===== src/rtl/video_fb_reader.sv =====
// Raster framebuffer reader: issues RAM reads ahead, tags pixels with frame/line start, show-ahead FIFO out.
// Read issued the cycle after enable; pixel valid RAM_LATENCY cycles later; reads stop once FIFO + in-flight fill it.
module video_fb_reader #(
  parameter int PIXEL_BITS    = 16,
  parameter int SCREEN_WIDTH  = 128,
  parameter int SCREEN_HEIGHT = 160,
  parameter int ADDR_BITS     = 15,
  parameter int RAM_LATENCY   = 1,
  parameter int FIFO_DEPTH    = 4
) (
  input  logic                  in_clk,
  input  logic                  in_rst,
  input  logic                  in_enable,
  input  logic                  in_restart,
  output logic [ADDR_BITS-1:0]  out_mem_addr,
  output logic                  out_mem_rd,
  input  logic [PIXEL_BITS-1:0] in_mem_data,
  output logic [PIXEL_BITS-1:0] out_pixel,
  output logic                  out_pixel_valid,
  input  logic                  in_pixel_ready,
  output logic                  out_frame_start,
  output logic                  out_line_start
);

  localparam int XW = (SCREEN_WIDTH > 1) ? $clog2(SCREEN_WIDTH) : 1;
  localparam int YW = (SCREEN_HEIGHT > 1) ? $clog2(SCREEN_HEIGHT) : 1;
  localparam int PW = $clog2(FIFO_DEPTH);
  localparam int CW = $clog2(FIFO_DEPTH + 1);
  localparam logic [XW-1:0]        X_LAST = XW'(SCREEN_WIDTH - 1);
  localparam logic [YW-1:0]        Y_LAST = YW'(SCREEN_HEIGHT - 1);
  localparam logic [ADDR_BITS-1:0] A_LAST = ADDR_BITS'(SCREEN_WIDTH * SCREEN_HEIGHT - 1);

  typedef struct packed {
    logic vld;
    logic fs;
    logic ls;
  } tag_t;

  typedef struct packed {
    logic [PIXEL_BITS-1:0] pix;
    logic                  fs;
    logic                  ls;
  } entry_t;

  logic                 rd_q, rd_d;
  logic [ADDR_BITS-1:0] addr_q, addr_d;
  logic [XW-1:0]        x_q, x_d;
  logic [YW-1:0]        y_q, y_d;
  tag_t                 dl_q [RAM_LATENCY];
  tag_t                 dl_d [RAM_LATENCY];
  logic [PW-1:0]        wr_ptr_q, wr_ptr_d;
  logic [PW-1:0]        rd_ptr_q, rd_ptr_d;
  logic [CW-1:0]        count_q, count_d;
  entry_t               mem_q [FIFO_DEPTH];
  entry_t               head;
  logic                 push, pop;
  int                   occ;

  always_comb begin
    pop  = (count_q != '0) && in_pixel_ready;
    push = dl_q[RAM_LATENCY-1].vld;

    // Every in-flight read already owns a FIFO slot; only issue when one more is free after this edge.
    occ = int'(count_q) - (pop ? 1 : 0);
    for (int i = 0; i < RAM_LATENCY; i++) occ = occ + (dl_q[i].vld ? 1 : 0);
    rd_d = in_enable && !in_restart && (occ < FIFO_DEPTH);

    addr_d = addr_q;
    x_d    = x_q;
    y_d    = y_q;
    if (in_restart) begin
      addr_d = '0;
      x_d    = '0;
      y_d    = '0;
    end else if (rd_q) begin
      addr_d = (addr_q == A_LAST) ? '0 : addr_q + ADDR_BITS'(1);
      if (x_q == X_LAST) begin
        x_d = '0;
        y_d = (y_q == Y_LAST) ? '0 : y_q + YW'(1);
      end else begin
        x_d = x_q + XW'(1);
      end
    end

    // Stage 0 is loaded alongside rd_q, so it describes the read at addr_d.
    dl_d[0] = '{vld: rd_d, fs: (x_d == '0) && (y_d == '0), ls: (x_d == '0)};
    for (int i = 1; i < RAM_LATENCY; i++) dl_d[i] = in_restart ? '0 : dl_q[i-1];

    if (in_restart) begin
      wr_ptr_d = '0;
      rd_ptr_d = '0;
      count_d  = '0;
    end else begin
      wr_ptr_d = wr_ptr_q + PW'(push);
      rd_ptr_d = rd_ptr_q + PW'(pop);
      count_d  = count_q + CW'(push) - CW'(pop);
    end
  end

  always_ff @(posedge in_clk or negedge in_rst) begin
    if (!in_rst) begin
      rd_q     <= 1'b0;
      addr_q   <= '0;
      x_q      <= '0;
      y_q      <= '0;
      wr_ptr_q <= '0;
      rd_ptr_q <= '0;
      count_q  <= '0;
      for (int i = 0; i < RAM_LATENCY; i++) dl_q[i] <= '0;
    end else begin
      rd_q     <= rd_d;
      addr_q   <= addr_d;
      x_q      <= x_d;
      y_q      <= y_d;
      wr_ptr_q <= wr_ptr_d;
      rd_ptr_q <= rd_ptr_d;
      count_q  <= count_d;
      dl_q     <= dl_d;
    end
  end

  always_ff @(posedge in_clk) begin
    if (push && !in_restart) begin
      mem_q[wr_ptr_q] <= '{pix: in_mem_data, fs: dl_q[RAM_LATENCY-1].fs, ls: dl_q[RAM_LATENCY-1].ls};
    end
  end

  // Outputs are gated by the FIFO count so reset clears them without clearing storage.
  assign head            = mem_q[rd_ptr_q];
  assign out_pixel_valid = (count_q != '0);
  assign out_pixel       = out_pixel_valid ? head.pix : '0;
  assign out_frame_start = out_pixel_valid && head.fs;
  assign out_line_start  = out_pixel_valid && head.ls;
  assign out_mem_rd      = rd_q;
  assign out_mem_addr    = addr_q;

endmodule


===== config.mk =====
export PLATFORM = sky130hd
export DESIGN_NAME = video_fb_reader
export DESIGN_NICKNAME = d
export VERILOG_FILES = /design/src/rtl/video_fb_reader.sv
export SDC_FILE = /design/constraint.sdc
export NUM_CORES = 1
export LEC_CHECK = 0
export ABC_AREA = 1
export ABC_CLOCK_PERIOD_IN_PS = 3000
export CELL_PAD_IN_SITES_DETAIL_PLACEMENT = 0
export CELL_PAD_IN_SITES_GLOBAL_PLACEMENT = 2
export CORE_MARGIN = 2
export CORE_UTILIZATION = 30
export CTS_CLUSTER_SIZE = 28
export DETAILED_ROUTE_END_ITERATION = 16
export HOLD_SLACK_MARGIN = 0.03
export MAX_ROUTING_LAYER = met4
export PLACE_DENSITY = 0.7
export SLEW_MARGIN = 5
export SYNTH_ARGS = -nofsm -noshare
export SYNTH_HDL_FRONTEND = slang
export SYNTH_SLANG_ARGS = --single-unit

===== constraint.sdc =====
create_clock -name in_clk -period 3 [get_ports in_clk]
set_input_delay 0.3 -clock in_clk [delete_from_list [all_inputs] [get_ports in_clk]]
set_output_delay 0.3 -clock in_clk [all_outputs]
set_load 0.01 [all_outputs]

==> results list, run 1 <==
* Port Buffer Count: 55
- In the final design database the tool counted ~610 nets.
* Max Clk Rate: approximately 0.37 GHz
- Drt via density: 4.62
* Highest metal layer used by the detailed router: met4
* Share of total power in sequential cells: 42.9%
* Core outline area: 0.0166 sq mm
* Post-route fraction of the period consumed by the critical path: about nine tenths
- The tightest min-delay check is of the input port to asynchronous set/reset pin type.
* Pwr per Cell Area: 685 mW/mm^2
- The initial utilization of the core area, before any placement, comes to between 30% and 40%.
- DR vias: between 3000 and 4000
- For this block, the routed nets add up to between 10000 and 15000 microns of wire.
* Min Tclk post-route: roughly 2.7 ns
- Synthesis produced a netlist whose cell count is just over 500.
* Critical path's largest stage delay: 0.59 ns
- Number of buffers inserted during clock tree synthesis: 9
- Across every metal layer, demand over resource in global routing totals 14.3%.
- Run status: completed
- Horiz. Die Dim: ~130 microns
* Leftover overflow at the end of global routing: 0
* Maximum buffer depth of the clock tree: 2
* Clock tree sinks: between 100 and 150
* Routability Congestion: between 0.7 and 0.8
- The first global-routing pass estimated around 19000 microns of wire.
* Wire length the detailed router placed on met1: approximately 5600 microns
- Clock-pin slew was measured on the worst setup and hold paths at 0.07 ns.
* Int Power: about 2.9 mW
- Design area: roughly 0.0062 sq mm
- Final core utilization: ~38%
* Wire length per cell: between 10 and 15 microns
* Count of maximum capacitance violations: 0
- Detailed routing placed a total of between 5000 and 6000 microns of wire on met2.
* Remaining number of nets flagged by the antenna check after routing: 0
* Die height: ~130 microns
- VDD IR-drop max: about 0.00028 V
- Number of global-route vias before repair: approximately 3700
- CP arrival: 2.42 ns
* Mean cell area of the mapped netlist: a little under 10 sq um
- Number of top-level pins: between 50 and 60
- Worst-margin pin slew: around 0.98 ns
- The floorplan has between 40 and 50 rows.
* Router iterations before antenna repair: 4
- Final count of hold timing violations: 0
- Iteration-0 DRC Markers: slightly above 200
- Sum Neg Setup Slack: 0 ns
- After detailed routing, the number of remaining DRC violations is 0.
- Required time at the worst-slack endpoint: 2.70 ns
- Setup repair after global routing missed its margin: no
* Worst-path cell with the longest stage delay: clkdlybuf4s50_1
- TritonCTS built the clock tree.
- The critical path goes through inv_2, o21ai_0, a21oi_1, clkdlybuf4s50_1.
- Number of antenna violations at the first check in global routing: 0
- Layout cell share with drive strength beyond 1: slightly below 8%
- In this run the power spent charging and discharging nets is approximately 1.4 mW.
- In this run the static leakage power is 2.40 nW.
* Synth warn: 0
- Count of H-tree levels built during CTS: 3
* Layout overhead on the synthesized area: 22.2%
- Total placed instance area: roughly 0.0059 sq mm
- Antenna Cells: 0
- Setup violations remaining at the end of the flow were counted as 0.
* Critical path startpoint category: register
- In this run, the combinational gates consume approximately 30% of the power.
- Syn Nets: 545
* Worst-Skew Late Latency: roughly 0.35 ns
* Count of different cell masters after synthesis: 33
- DIE AREA: 0.0180 sq mm
- The worst setup path is captured at an output pin.
- Entering global routing, the biggest net connects 41 pins.
- Sequential fraction of the synthesis area: approximately 62%
- For the final database, setup skew stands at 0.00798 ns.
- Critical path class: register to output pin
* Met3 layer wire length in the routed design: 500 microns
- Of the total power, the share spent switching nets is 32.6%.
- Hold timing on the final database bottoms out at a slack of roughly 0.11 ns.
- Buffers inserted to repair hold after CTS numbered 0.
* Clock root cell: clkbuf_16
- The clock network burns between 20% and 30% of the power.
* Headroom to the max-slew limit: about a third
- Netlist area before placement: slightly above 0.005 sq mm
* Pins over their slew limit: 0
- DP HPWL: 7870 microns
* Maximum fanout count along the critical path: 36
* Synth Register Bits: 112
[synth_stat cells]
cell / n / area (sq um)
inv_2: 3 / 11.3
buf_4: 2 / 15.0
buf_2: 2 / 10.0
nand2_1: 77 / 289
buf_1: 4 / 15.0
o21bai_1: 2 / 15.0
o22ai_1: 9 / 56.3
o21ai_0: 45 / 225
nand3b_1: 1 / 7.51
nor2_1: 103 / 387
nor3_1: 11 / 55.1
xor2_1: 13 / 114
nand3_1: 20 / 100
a21oi_1: 24 / 120
nand3_2: 2 / 20.0
nand4_1: 5 / 31.3
nor2_2: 2 / 12.5
xnor2_1: 2 / 17.5
nor2_4: 2 / 22.5
clkbuf_1: 7 / 26.3
a21o_2: 1 / 8.76
o21ai_1: 3 / 15.0
nand2_4: 1 / 11.3
inv_1: 47 / 176
and2_1: 1 / 6.26
nor3_2: 1 / 10.0
dfrtp_1: 40 / 1000
fa_1: 1 / 20.0
buf_6: 1 / 11.3
clkinv_1: 2 / 7.51
nand3_4: 1 / 17.5
ha_1: 8 / 100
edfxtp_1: 72 / 2160
[area by class of cell]
cell class / count / area, sq um
fillers: 1700 / 10400
multi-input cells: 335 / 1680
repair buffers: 66 / 628
inverters: 52 / 199
clock inverters: 7 / 57.6
clock buffers: 9 / 225
flip-flops and latches: 112 / 3160
well taps: 220 / 275
[worst paths after layout]
kind,start,endpoint,slack (ns),cells after the start
max,rd_ptr_q[0]$_DFF_PN0_,out_pixel[15],0.28,4
max in group asynchronous,in_rst,rd_ptr_q[1]$_DFF_PN0_,2.28,1
min,in_rst,y_q[7]$_DFF_PN0_,0.11,1
max reg2reg,out_mem_addr[1]$_DFFE_PN0P_,out_mem_addr[14]$_DFFE_PN0P_,0.90,8
min in group in_clk,dl_q[0]$_DFF_PN0_,mem_q[0][0]$_DFFE_PP_,0.50,0
min reg2reg,dl_q[0]$_DFF_PN0_,mem_q[0][0]$_DFFE_PP_,0.50,0
[power groups by stage]
stage / clock network (mW) / logic [mW] / registers [mW]
3_5_place_dp: 0 / 1.30 / 1.86
4_1_cts: 1.20 / 1.30 / 1.83
6_report: 1.16 / 1.27 / 1.83
5_1_grt: 1.27 / 1.43 / 1.84
2_1_floorplan: 0 / 0.706 / 1.83
3_3_place_gp: 0 / 1.29 / 1.86
[placed cells by master, fill, tap and decap left out, drive strengths merged]
cell type / synthesis / final
clkinv: 2 / 4
clkbuf: 7 / 9
nor2: 107 / 107
inv: 50 / 54
and2: 1 / 1
a21o: 1 / 1
a21oi: 24 / 24
dfrtp: 40 / 40
nand2: 78 / 78
nand3b: 1 / 1
nand3: 23 / 23
ha: 8 / 8
nor3: 12 / 12
o21bai: 2 / 2
xnor2: 2 / 2
clkdlybuf4s50: 0 / 54
xor2: 13 / 13
edfxtp: 72 / 72
buf: 9 / 12
nand4: 5 / 5
o21ai: 48 / 48
o22ai: 9 / 9
clkinvlp: 0 / 1
fa: 1 / 1
[per-layer routing]
metal  vias to the layer above  GRT usage (%)
li1                       1846              -
met1                      1766           18.0
met2                        80           23.3
met3                        11           3.17
met4                         0           3.86
met5                         -              -
[state kept, by name, summed over array words and instances (netlist names)]
name	flops
mem_q	72
out_mem_addr	15
y_q	8
x_q	7
count_q	3
dl_q	2
rd_ptr_q	2
wr_ptr_q	2
push	1
[per-stage QoR]
| step | std cells | worst slack [ns] | power (mW) |
|---|---|---|---|
| 6_report | 801 | 0.283 | 4.26 |
| 5_1_grt | 801 | 0.0828 | 4.54 |
| 4_1_cts | 801 | 0.112 | 4.34 |
| 3_5_place_dp | 785 | 0.513 | 3.16 |
| 3_3_place_gp | 785 | 0.542 | 3.15 |
| 2_1_floorplan | 515 | 0.472 | 2.54 |
[logic make-up (layout without fill, tap and decap cells)]
group,count (synthesis),count (layout),share of synthesized area (%)
flip-flops,112,112,62.1
XOR/XNOR,15,15,2.58
AO/OA/AOI/OAI,84,84,8.64
adder cells (fa/ha/maj),9,9,2.36
buffers and inverters,68,134,5.35
AND/OR/NAND/NOR,227,227,19.0
[timing repair]
action | 4_1_cts | 5_1_grt
setup buffers | 0 | 0
endpoints found under the setup margin | 0 | 1
resized for setup | 0 | 1
[worst max-delay path, delay by kind of cell, from the launching register on]
family          cells  cell delay (ns)
compound gates      2             0.46
buf+inv             2             1.07
flops               1             0.54
Power figures use the tool's default switching activity.
==> run 2, diff against run 1 <==
--- a/config.mk
+++ b/config.mk
@@ -11,11 +11,11 @@
 export CELL_PAD_IN_SITES_GLOBAL_PLACEMENT = 2
 export CORE_MARGIN = 2
 export CORE_UTILIZATION = 30
-export CTS_CLUSTER_SIZE = 28
 export DETAILED_ROUTE_END_ITERATION = 16
 export HOLD_SLACK_MARGIN = 0.03
 export MAX_ROUTING_LAYER = met4
 export PLACE_DENSITY = 0.7
+export SKIP_CTS_REPAIR_TIMING = 1
 export SLEW_MARGIN = 5
 export SYNTH_ARGS = -nofsm -noshare
 export SYNTH_HDL_FRONTEND = slang
==> constraint.sdc (replaced) <==
create_clock -name in_clk -period 3 [get_ports in_clk]
set_input_delay 0.3 -clock in_clk [delete_from_list [all_inputs] [get_ports in_clk]]
set_output_delay 0.3 -clock in_clk [all_outputs]
set_load 0.1 [all_outputs]
==> results list, run 2 (synthesized netlist as in run 1, its figures left out) <==
* Critical path startpoint category: register
- Global-route track usage on met3: around 2.8%
* Min Tclk post-route: between 2 and 2.5 ns
* Leading cell type in the layout, fill and taps excluded: nor2_1
- Layout overhead on the synthesized area: 24.5%
* Final standard cell count with taps included and fillers excluded: around 800
- The post-route netlist has approximately an eighth of its cells at a drive strength greater than 1.
- First-pass GRT wire length: ~19000 microns
- Max FFs per register: between 70 and 80
- Met2 usage in global routing: between 20 and 25%
* Maximum fanout count along the critical path: 18
- Number of buffers inserted during clock tree synthesis: 9
- Port Buffer Count: 55
- At the pin with the least slew margin, the transition time is 0.954 ns.
- STA classifies the critical path endpoint as an output pin.
- Net count, final: between 600 and 700
* Iteration-0 DRC Markers: ~300
* Router iterations before antenna repair: 4
- At the worst endpoint, the required time is approximately 2.7 ns.
* Leftover overflow at the end of global routing: 0
- Setup violations remaining at the end of the flow were counted as 0.
- Routability-driven placement finished with a final weighted congestion of ~0.76.
- Clock root cell: clkbuf_16
- After global routing, the most crowded layer is met2.
- Final count of hold timing violations: 0
- Worst-case register-to-register setup slack: just under 1 ns
- Path category of the worst min-delay check: input port to asynchronous set/reset pin
* Remaining number of nets flagged by the antenna check after routing: 0
- Headroom to the max-slew limit: about 36%
- The die is 134 microns tall.
* Drt via density: around 4.6
* Met1 Use GR: between 15 and 20%
- Static leakage power: approximately 2.5 nW
* Pins over their slew limit: 0
- Final core utilization: approximately two fifths
- Maximum number of pins on one net before global-route repair: slightly above 40
* Commonest cells after routing, fill and taps aside: nor2_1, nand2_1, edfxtp_1, inv_1, o21ai_0
- Max-cap violations in this run came to 0.
- For this run, design rule violations remaining after detail routing come to 0.
- Clock transition at path regs: about 0.080 ns
- Wire length per cell: roughly 15 microns
* Run status: completed
- IR analysis of the VDD net gives a maximum drop of between 0.0006 and 0.0007 V.
* Dpl cells: 783
- In this run the horizontal extent of the chip is 134 microns.
- The clock passes through at most 2 buffers.
* Number of antenna violations at the first check in global routing: 0
- In this run the power density over the cells is between 900 and 1000 mW/mm^2.
- The repair_antennas step left the layout with diodes totalling 0.
- Initial core utilization: 30.7%
- Setup repair after global routing missed its margin: no
- The H-tree was split into 3 levels.
- Data arrives at the worst endpoint at between 2 and 2.5 ns.
* Critical path class: register to output pin
- Number of top-level pins: between 50 and 60
* All-Layer GR Usage: 14.3%
- After layout, the worst path uses ~81% of the clock period.
- The clock net in this run drives a total of roughly 110 sinks.
* DP HPWL: slightly below 8000 microns
- Ranked by flip-flop count, first place goes to mem_q.
* Skew final: ~0.0079 ns
* Final WL: about 12000 microns
- The floorplan step defined a die boundary enclosing 0.0180 sq mm.
- The routed layout has ~3700 vias.
- Based on the critical path, the design can be clocked at up to 0.412 GHz.
- The later pin in the worst-skew pair is clocked with a latency of 0.36 ns.
- Clock tree from TritonCTS: done
* Core outline area: between 0.015 and 0.02 sq mm
- Row generation in the floorplan step produced 47 rows.
* Number of global-route vias before repair: approximately 3600
run 2: layout make-up:
| cell class | instances | area (sq um) |
|---|---|---|
| clock inverters | 6 | 50.0 |
| multi-input cells | 335 | 1680 |
| inverters | 52 | 195 |
| well taps | 220 | 275 |
| repair buffers | 64 | 751 |
| clock buffers | 10 | 229 |
| flip-flops and latches | 112 | 3160 |
| fillers | 1644 | 10200 |
run 2: path summary, 6_finish.rpt:
kind                                              from                      endpoint  cells past startpoint
max                               count_q[0]$_DFF_PN0_                  out_pixel[3]                      5
min                                             in_rst              y_q[4]$_DFF_PN0_                      1
min in group in_clk                  dl_q[0]$_DFF_PN0_         mem_q[3][0]$_DFFE_PP_                      0
min reg2reg                          dl_q[0]$_DFF_PN0_         mem_q[3][0]$_DFFE_PP_                      0
max reg2reg                out_mem_addr[1]$_DFFE_PN0P_  out_mem_addr[13]$_DFFE_PN0P_                      8
max in group asynchronous                       in_rst   out_mem_addr[3]$_DFFE_PN0P_                      1
run 2: metal layers:
metal | vias to the layer above | routed length, microns
li1 | 1833 | -
met1 | 1724 | 5590
met2 | 93 | 5690
met3 | 8 | 511
met4 | 0 | 97
met5 | - | 0
run 2: worst max-delay path: stages (launching register included):
cell,delay (ns)
dfrtp_1,0.40
nor2_1,0.06
nand2_1,0.10
clkinv_1,0.49
a21oi_1,0.49
buf_12,0.22
run 2: report_power, final:
part,internal (mW),leakage (nW),switching (mW)
Combinational,0.846,1.18,2.02
Sequential,1.75,1.19,0.0637
Clock,0.578,0.136,0.580
run 2: per-stage QoR:
step	setup slack [ns]	total power, mW	TNS, ns	instance area (sq um)	hold WS (ns)
2_1_floorplan	-0.561	3.73	-8.55	5120	0.00441
3_3_place_gp	0.894	4.73	0	6070	0.509
3_5_place_dp	0.806	4.74	0	6070	0.521
4_1_cts	0.478	5.92	0	6340	0.129
5_1_grt	0.347	6.11	0	6340	0.155
6_report	0.571	5.84	0	6340	0.0932
==> run 3, diff against run 2 <==
--- a/config.mk
+++ b/config.mk
@@ -6,7 +6,7 @@
 export NUM_CORES = 1
 export LEC_CHECK = 0
 export ABC_AREA = 1
-export ABC_CLOCK_PERIOD_IN_PS = 3000
+export ABC_CLOCK_PERIOD_IN_PS = 2300
 export CELL_PAD_IN_SITES_DETAIL_PLACEMENT = 0
 export CELL_PAD_IN_SITES_GLOBAL_PLACEMENT = 2
 export CORE_MARGIN = 2
==> constraint.sdc (replaced) <==
create_clock -name in_clk -period 2.3 [get_ports in_clk]
set_input_delay 0.23 -clock in_clk [delete_from_list [all_inputs] [get_ports in_clk]]
set_output_delay 0.23 -clock in_clk [all_outputs]
set_load 0.1 [all_outputs]
==> results list, run 3 (synthesized netlist as in run 1, its figures left out) <==
* Pwr per Cell Area: about 1200 mW/mm^2
* Cell family with the largest share of critical-path delay: buffers and inverters
* Pins over their slew limit: 0
* Setup-violating endpoint count in the final report: 0
* Antenna Cells: 0
- Met3 layer wire length in the routed design: 431 microns
* Leftover overflow at the end of global routing: 0
- DP HPWL: between 7000 and 8000 microns
- Along the worst path, the maximum fanout reaches 24.
- In the finished design, the share of the clock period the worst path needs comes to between 90% and 100%.
- Clock tree sinks: 112
- First-pass GRT wire length: about 20000 microns
- Run status: completed
- Wire segments on met2 add up to between 5000 and 6000 microns in the final route.
* CP arrival: between 1.5 and 2 ns
- Commonest cells after routing, fill and taps aside: nor2_1, nand2_1, edfxtp_1, inv_1, o21ai_0
- Wire length per cell: between 10 and 15 microns
- The worst setup path is captured at an output pin.
* Port Buffer Count: between 50 and 60
* Core outline area: ~0.017 sq mm
- Die height: roughly 130 microns
- The number of failing hold endpoints at the final stage came to 0.
- After clock tree synthesis, the clock-pin slew on the worst setup and hold paths is around 0.070 ns.
- Headroom to the max-slew limit: a little over two thirds
- Setup slack closes at 0.228 ns.
* Critical path class: register to output pin
- At the placement stage, the worst setup path has a slack of 0.384 ns.
- Maximum buffer depth of the clock tree: 2
- Horiz. Die Dim: about 130 microns
- The number of cells on the worst reg-to-reg path is 10.
- In this run the critical register-to-register path is captured at count_q[2]$_DFF_PN0_.
* Wire length the detailed router placed on met1: 5740 microns
* Max FFs per register: 72
- FF/Latch Area: roughly 0.0032 sq mm
- Count of maximum capacitance violations: 0
- After layout, the design draws a total of between 7 and 8 mW.
- The worst path in the final design needs a cycle of 2.07 ns, including I/O delays and setup.
- Setup slack on the worst reg-to-reg path comes out at slightly below 0.4 ns.
- Static timing analysis puts the maximum clock frequency at between 0.4 and 0.5 GHz.
* DIE AREA: ~0.018 sq mm
- The placed instances occupy a cell area of about 0.0063 sq mm.
* Remaining number of nets flagged by the antenna check after routing: 0
- Number of top-level pins: 56
* All-Layer GR Usage: between 10% and 20%
- Counting both buffers and inverters, the worst setup path holds a total of 2.
* Most flops, register: mem_q
- The H-tree generated during clock tree synthesis spans 3 levels.
* Required time at the worst-slack endpoint: 2.07 ns
* Clock root cell: clkbuf_16
- The critical path goes through buf_4, nor2_1, nor2_1, o21ai_0, a21oi_4, buf_12.
* Net count, final: between 600 and 700
* Number of rows in the core area: 47
- Worst-Skew Late Latency: between 0.3 and 0.4 ns
* Setup repair after global routing missed its margin: no
- STA classifies the critical path startpoint as a register.
- Highest metal layer used by the detailed router: met4
- Most frequent cell on the critical path: nor2_1
* Design area: approximately 0.0066 sq mm
- Summed over all layers, the routed wires come to about 12000 microns.
- IR analysis of the VDD net gives a maximum drop of 0.000855 V.
- The via count of the first global-routing pass came to between 3000 and 4000.
- The worst register-to-register path begins at count_q[0]$_DFF_PN0_.
- Routability-driven placement finished with a final weighted congestion of approximately 0.77.
- Relative to the synthesized area, the layout overhead comes to 29.2%.
- Fillers: roughly 1700
* Worst-margin pin slew: approximately 0.45 ns
* Skew final: about 0.011 ns
* DR DRC count: 0
- TritonCTS created 9 clock buffers.
- Router iterations before antenna repair: 4
* Maximum number of pins on one net before global-route repair: 37
* Iteration-0 DRC Markers: 209
- Path category of the worst min-delay check: input port to asynchronous set/reset pin
- After detailed routing, the number of vias per cell comes to approximately 4.6.
* Number of antenna violations at the first check in global routing: 0
- Summing all multi-input logic gate instances after layout gives between 0.0015 and 0.002 sq mm.
- In this design, the stage delay of the slowest critical-path cell is ~0.45 ns.
* Static leakage power: ~2.6 nW
- The post-route netlist has between 10% and 20% of its cells at a drive strength greater than 1.
- The routed layout has 3703 vias.
* Clock tree from TritonCTS: done
- Initial core utilization: a little under a third
- The library cell used most frequently in the layout, excluding fill and tap cells, is nor2_1.
- The slowest stage of the critical path belongs to the cell dfrtp_1.
[run 3: cell type report]
| type | instances | share of cell area, % |
|---|---|---|
| Sequential cell | 112 | 48.1 |
| Multi-Input combinational cell | 335 | 27.8 |
| Clock buffer | 11 | 3.69 |
| Tap cell | 220 | 4.18 |
| Timing Repair Buffer | 71 | 12.6 |
| Clock inverter | 5 | 0.589 |
| Inverter | 52 | 3.04 |
[run 3: how the worst max path moves through the flow]
stage,to,start,slack (ns),cells after the start
4_1_cts,out_pixel[15],count_q[0]$_DFF_PN0_,0.04,5
5_1_grt,out_pixel[15],rd_ptr_q[0]$_DFF_PN0_,0.04,6
3_3_place_gp,out_pixel[15],count_q[0]$_DFF_PN0_,0.42,5
2_1_floorplan,mem_q[0][0]$_DFFE_PP_,push$_DFF_PN0_,-0.01,4
3_5_place_dp,count_q[2]$_DFF_PN0_,in_pixel_ready,0.38,9
6_report,out_pixel[11],rd_ptr_q[0]$_DFF_PN0_,0.23,6
[run 3: through the flow]
stage / cells / hold WS [ns] / utilization (%) / setup TNS, ns
5_1_grt: 806 / 0.372 / 39.7 / 0
3_3_place_gp: 789 / 0.184 / 37.9 / 0
4_1_cts: 805 / -0.200 / 39.6 / 0
6_report: 806 / 0.328 / 39.7 / 0
2_1_floorplan: 515 / -0.0656 / - / -0.729
3_5_place_dp: 789 / 0.189 / 37.9 / 0
[run 3: per-layer routing]
metal	global-route usage, %	up-vias
met5	-	-
met4	3.33	0
met3	3.21	9
met2	24.0	63
met1	18.3	1780
li1	-	1851
[run 3: power breakdown]
| part | leakage (nW) | internal, mW | total, mW | switching (mW) |
|---|---|---|---|---|
| combinational | 1.23 | 1.25 | 4.03 | 2.79 |
| sequential | 1.19 | 2.28 | 2.38 | 0.0967 |
| clock | 0.137 | 0.774 | 1.50 | 0.722 |
| total | 2.56 | 4.30 | 7.91 | 3.61 |
